`src/rtl/str_match_engine.sv`:
```
// Keyword matcher: collects received bytes into a string and reports
// the lowest-index keyword that the string equals.
module str_match_engine #(
  parameter int NUM_KEYS = 4,
  parameter int MAX_LEN = 8,
  parameter logic [NUM_KEYS*MAX_LEN*8-1:0] KEYS = '0,
  parameter int GAP_CYCLES = 20834,
  parameter int USE_TERM = 1,
  parameter logic [7:0] TERM_CHAR = 8'h0D,
  parameter bit CASE_FOLD = 1'b0
) (
  input  logic clk,
  input  logic rst,
  input  logic rx_valid,
  input  logic [7:0] rx_data,
  output logic busy,
  output logic result_valid,
  output logic result_hit,
  output logic [((NUM_KEYS > 1) ? $clog2(NUM_KEYS) : 1)-1:0] result_id,
  output logic err_ovf,
  output logic err_drop
);

  localparam int IW = (NUM_KEYS > 1) ? $clog2(NUM_KEYS) : 1;
  localparam int LW = $clog2(MAX_LEN + 2);
  localparam int GW = $clog2(GAP_CYCLES + 1);
  localparam int AW = (MAX_LEN > 1) ? $clog2(MAX_LEN) : 1;

  typedef enum logic [1:0] {IDLE, RECV, CMP, DONE} state_t;

  state_t state_q, state_d;
  logic [LW-1:0] len_q;
  logic [GW-1:0] gap_q;
  logic [IW-1:0] k_q, id_q;
  logic ovf_q, hit_q, drop_q;
  logic [7:0] data_q [MAX_LEN];

  logic is_term, byte_in, gap_end, done;
  logic key_eq, key_hit, nul_seen;
  logic [LW-1:0] key_len;
  logic [7:0] key_ch;

  function automatic logic [7:0] fold(input logic [7:0] c);
    if (CASE_FOLD && c >= 8'h41 && c <= 8'h5A) return c | 8'h20;
    return c;
  endfunction

  assign is_term = (USE_TERM != 0) && (rx_data == TERM_CHAR);
  assign byte_in = rx_valid && !is_term;
  assign gap_end = gap_q == GW'(GAP_CYCLES - 1);

  // Key length stops at the first NUL; chars past len are don't-care.
  always_comb begin
    key_len = '0;
    key_eq = 1'b1;
    nul_seen = 1'b0;
    key_ch = '0;
    for (int i = 0; i < MAX_LEN; i++) begin
      key_ch = KEYS[(int'(k_q) * MAX_LEN + i) * 8 +: 8];
      if (key_ch == 8'h00) nul_seen = 1'b1;
      else if (!nul_seen) key_len = LW'(i + 1);
      if (LW'(i) < len_q && fold(data_q[i]) != fold(key_ch))
        key_eq = 1'b0;
    end
    key_hit = key_eq && !ovf_q && key_len != '0 && key_len == len_q;
  end

  always_comb begin
    state_d = state_q;
    unique case (state_q)
      IDLE: if (byte_in) state_d = RECV;
      RECV: begin
        if (rx_valid && is_term) state_d = CMP;
        else if (!rx_valid && gap_end) state_d = CMP;
      end
      CMP: if (k_q == IW'(NUM_KEYS - 1)) state_d = DONE;
      DONE: state_d = IDLE;
      default: state_d = IDLE;
    endcase
  end

  always_ff @(posedge clk) begin
    if (rst) begin
      state_q <= IDLE;
      len_q <= '0;
      gap_q <= '0;
      k_q <= '0;
      id_q <= '0;
      ovf_q <= 1'b0;
      hit_q <= 1'b0;
      drop_q <= 1'b0;
      for (int i = 0; i < MAX_LEN; i++) data_q[i] <= '0;
    end else begin
      state_q <= state_d;
      drop_q <= rx_valid && busy;
      unique case (state_q)
        IDLE: begin
          hit_q <= 1'b0;
          id_q <= '0;
          k_q <= '0;
          if (byte_in) begin
            data_q[0] <= rx_data;
            len_q <= LW'(1);
            gap_q <= '0;
          end
        end
        RECV: begin
          if (byte_in) begin
            if (len_q < LW'(MAX_LEN)) data_q[len_q[AW-1:0]] <= rx_data;
            else ovf_q <= 1'b1;
            if (len_q <= LW'(MAX_LEN)) len_q <= len_q + 1'b1;
            gap_q <= '0;
          end else if (!rx_valid) begin
            gap_q <= gap_q + 1'b1;
          end
        end
        CMP: begin
          if (key_hit && !hit_q) begin
            hit_q <= 1'b1;
            id_q <= k_q;
          end
          k_q <= k_q + 1'b1;
        end
        DONE: begin
          len_q <= '0;
          ovf_q <= 1'b0;
          for (int i = 0; i < MAX_LEN; i++) data_q[i] <= '0;
        end
        default: ;
      endcase
    end
  end

  assign done = state_q == DONE;
  assign busy = (state_q == CMP) || done;
  assign result_valid = done;
  assign result_hit = done && hit_q;
  assign result_id = done ? id_q : '0;
  assign err_ovf = done && ovf_q;
  assign err_drop = drop_q;

endmodule

```
`config.mk`:
```
export PLATFORM = sky130hd
export DESIGN_NAME = str_match_engine
export DESIGN_NICKNAME = d
export VERILOG_FILES = /design/src/rtl/str_match_engine.sv
export SDC_FILE = /design/constraint.sdc
export NUM_CORES = 1
export LEC_CHECK = 0
export ABC_AREA = 1
export CORE_ASPECT_RATIO = 1.4
export CORE_MARGIN = 3
export CORE_UTILIZATION = 51
export DETAILED_ROUTE_END_ITERATION = 6
export GPL_TIMING_DRIVEN = 0
export PLACE_DENSITY_LB_ADDON = 0.08
export RECOVER_POWER = 100
export SETUP_SLACK_MARGIN = 0.5
export SYNTH_ARGS = -nofsm -noshare
export SYNTH_HDL_FRONTEND = slang
export SYNTH_SLANG_ARGS = --single-unit
```
`constraint.sdc`:
```
create_clock -name clk -period 1.38 [get_ports clk]
set_input_delay 0.276 -clock clk [delete_from_list [all_inputs] [get_ports clk]]
set_output_delay 0.276 -clock clk [all_outputs]
set_load 0.01 [all_outputs]
```
==> metrics.txt <==
syn_nets 314; highest routed layer met4; CP endpoint kind register; routability cong. 0.895; crit share post-route 1.14; Die Area 4450 um^2; Worst R2R Setup Slack -0.19 ns; Global Route Usage Sum 0.226; DR vias 2,036; crit path DAT 1.76 ns; minimum clock period after layout 1.57 ns; Die Width 57.3 um; register area share after synthesis 0.299; GR Overflow Total 0; HPWL Detailed 3240 um; Setup Viol. Count Final 33; fin util 0.772; DRC 0; critical path depth in cells 11; crit path max fanout 7; met2 wire len 3040 um; dpl cell area 2190 um^2; most common cell after layout, fill and taps aside nand2_1; Clock Latency Late Sink 0.28 ns; CTS buffer count 3; Layout Cells excl Fill 378; Mapped Cells 294; CP Class reg2reg; antenna violations before repair 0; Final Hold Fails 0; post-synth cell types 29; failing checks negative setup slack; slowest stage delay, CP 0.36 ns; layout cell share with drive strength beyond 1 0.343; H-Tree Depth 1; met3 WL 157 um; diode count 0; Chip Height 77.8 um; Worst setup endpoint len_q[1]; DRT antenna net count 0; VDD IR max 1.33 mV; Fin Setup TNS -3.74 ns; Yosys warning count 0; Layout fillers 261; Top delay family on crit path flip-flops; Layout Skew 0.00619 ns; r2r worst-path depth 11; DR pass1 iterations 4; placement row count 25; Buf+Inv Stages, Crit Path 4; leakage power figure 1.13 nW; clk buf depth 2; final net count 359; Achievable Freq 635 MHz; CP Launch Type register; Max stage delay cell, worst path dfxtp_4; setup ws final -0.194 ns; Iter 0 DRT Violations 92; # IOs 18; number of global-route vias before repair 1,897; Buffers on Ports 16; Initial Util 0.545; PD cells 1540 nW/um^2; Mean Syn Cell Area 6.38 um^2; critical path startpoint state_q[1]; DP Worst Slack -0.432 ns; max-cap violations 0; crit-path cells buf_6, inv_6, ha_4, buf_12, inv_8, nand2_4, nor2_4, a21oi_4, nand3_4, o21ai_2, nor2_1; core footprint 3440 um^2; clock root buffer clkbuf_8; clock-pin slew on the worst setup and hold paths 0.10 ns; Critical Path RT 1.56 ns; detailed-route wire length 5320 um; cell area after layout 2660 um^2; P&R area growth vs syn 41.5%; DR WL/cell 14.1 um; R2R Path Start state_q[1]; status finished, violations left; unrepaired setup endpoints after global routing true; WL met1 2060 um; Cell Area, Synth 1880 um^2; class of the worst hold path in2reg; Via density 5.39; largest net degree at the start of global routing 17; most frequent cells in the layout 62 x nand2_1, 46 x nor2_1, 31 x inv_1; Yosys reg bits 28; Hold-fix buffers, CTS 0; cell count after placement 350; total clock sinks 28; Worst-Margin Slew 0.407 ns; TritonCTS clock tree yes; max_slew headroom 0.728; first-pass GRT wire length 8150 um; fin. max-slew vios 0; reg-to-reg endpoint len_q[1]
## per-stage QoR
step / power, mW / hold WS [ns]
2_1_floorplan: 2.15 / 0.410
3_3_place_gp: 2.48 / 0.455
3_5_place_dp: 2.50 / 0.457
4_1_cts: 3.43 / 0.320
5_1_grt: 4.32 / 0.361
6_report: 4.09 / 0.347
## worst reg2reg max path: cells and delay by family (launching register included)
family                   cells  cell delay (ns)
flip-flops                   1             0.36
buffers and inverters        4             0.36
AO/OA/AOI/OAI                2             0.32
AND/OR/NAND/NOR              4             0.29
adder cells (fa/ha/maj)      1             0.14
## synth_stat cells (all sizes together)
cell type,instances,area share
clkbuf,2,0.0040
ha,9,0.060
nor3,2,0.0080
nor2,56,0.12
nand2,81,0.18
inv,43,0.086
buf,5,0.021
nand3b,2,0.0080
nand4,9,0.033
or2,3,0.010
a21oi,17,0.061
o21ai,7,0.019
o211ai,2,0.0080
nand3,25,0.069
dfxtp,28,0.30
xnor2,1,0.0047
o21bai,2,0.0080
## where the power goes
part | switching (mW) | leakage [nW] | internal [mW]
combinational | 1.37 | 0.871 | 1.10
sequential | 0.112 | 0.229 | 0.914
clock | 0.278 | 0.0339 | 0.316
## layer usage
metal | up-vias | GRT usage
met5 | - | 0
met4 | 0 | 0.0603
met3 | 9 | 0.0250
met2 | 53 | 0.441
met1 | 960 | 0.249
li1 | 1014 | -
## how the worst min path moves through the flow
stage,endpoint,startpoint,depth (start not counted)
final,hit_q,rst,2
after global routing,hit_q,rst,2
after CTS,hit_q,rst,2
after detailed placement,ovf_q,ovf_q,2
after global placement,id_q[1],id_q[1],2
after floorplan,err_drop,rx_valid,2
## sequential cells by signal (all words and copies together) (netlist names)
register / cells
err_drop: 1
gap_q: 15
hit_q: 1
id_q: 2
k_q: 2
len_q: 4
ovf_q: 1
state_q: 2
## cells by family (layout without fill, tap and decap cells)
| family | Yosys count | in the layout | share of synthesized area |
|---|---|---|---|
| and+or+nand+nor | 178 | 178 | 0.429 |
| buffers and inverters | 50 | 94 | 0.111 |
| AOI/OAI and AO/OA | 28 | 28 | 0.0960 |
| DFF | 28 | 28 | 0.299 |
| adders and majority gates | 9 | 9 | 0.0600 |
| xor gates and xnor gates | 1 | 1 | 0.00467 |
## what timing repair did
action	CTS	global route
gates resized for setup	47	38
endpoints found under the hold margin	0	0
setup buffers	12	9
pin swaps	5	15
cloned	1	2
setup endpoints to repair	34	35
## area by class of cell
class                   count  area [um^2]  area share
multi-input cells         216         1320       0.498
flip-flops and latches     28          571       0.215
repair buffers             39          379       0.143
inverters                  43          184      0.0693
plain buffers               7         77.6      0.0292
clock buffers               4         66.3      0.0250
well taps                  40         50.0      0.0189
repair inverters            1         6.26     0.00236
(Power assumes the default switching activity.)
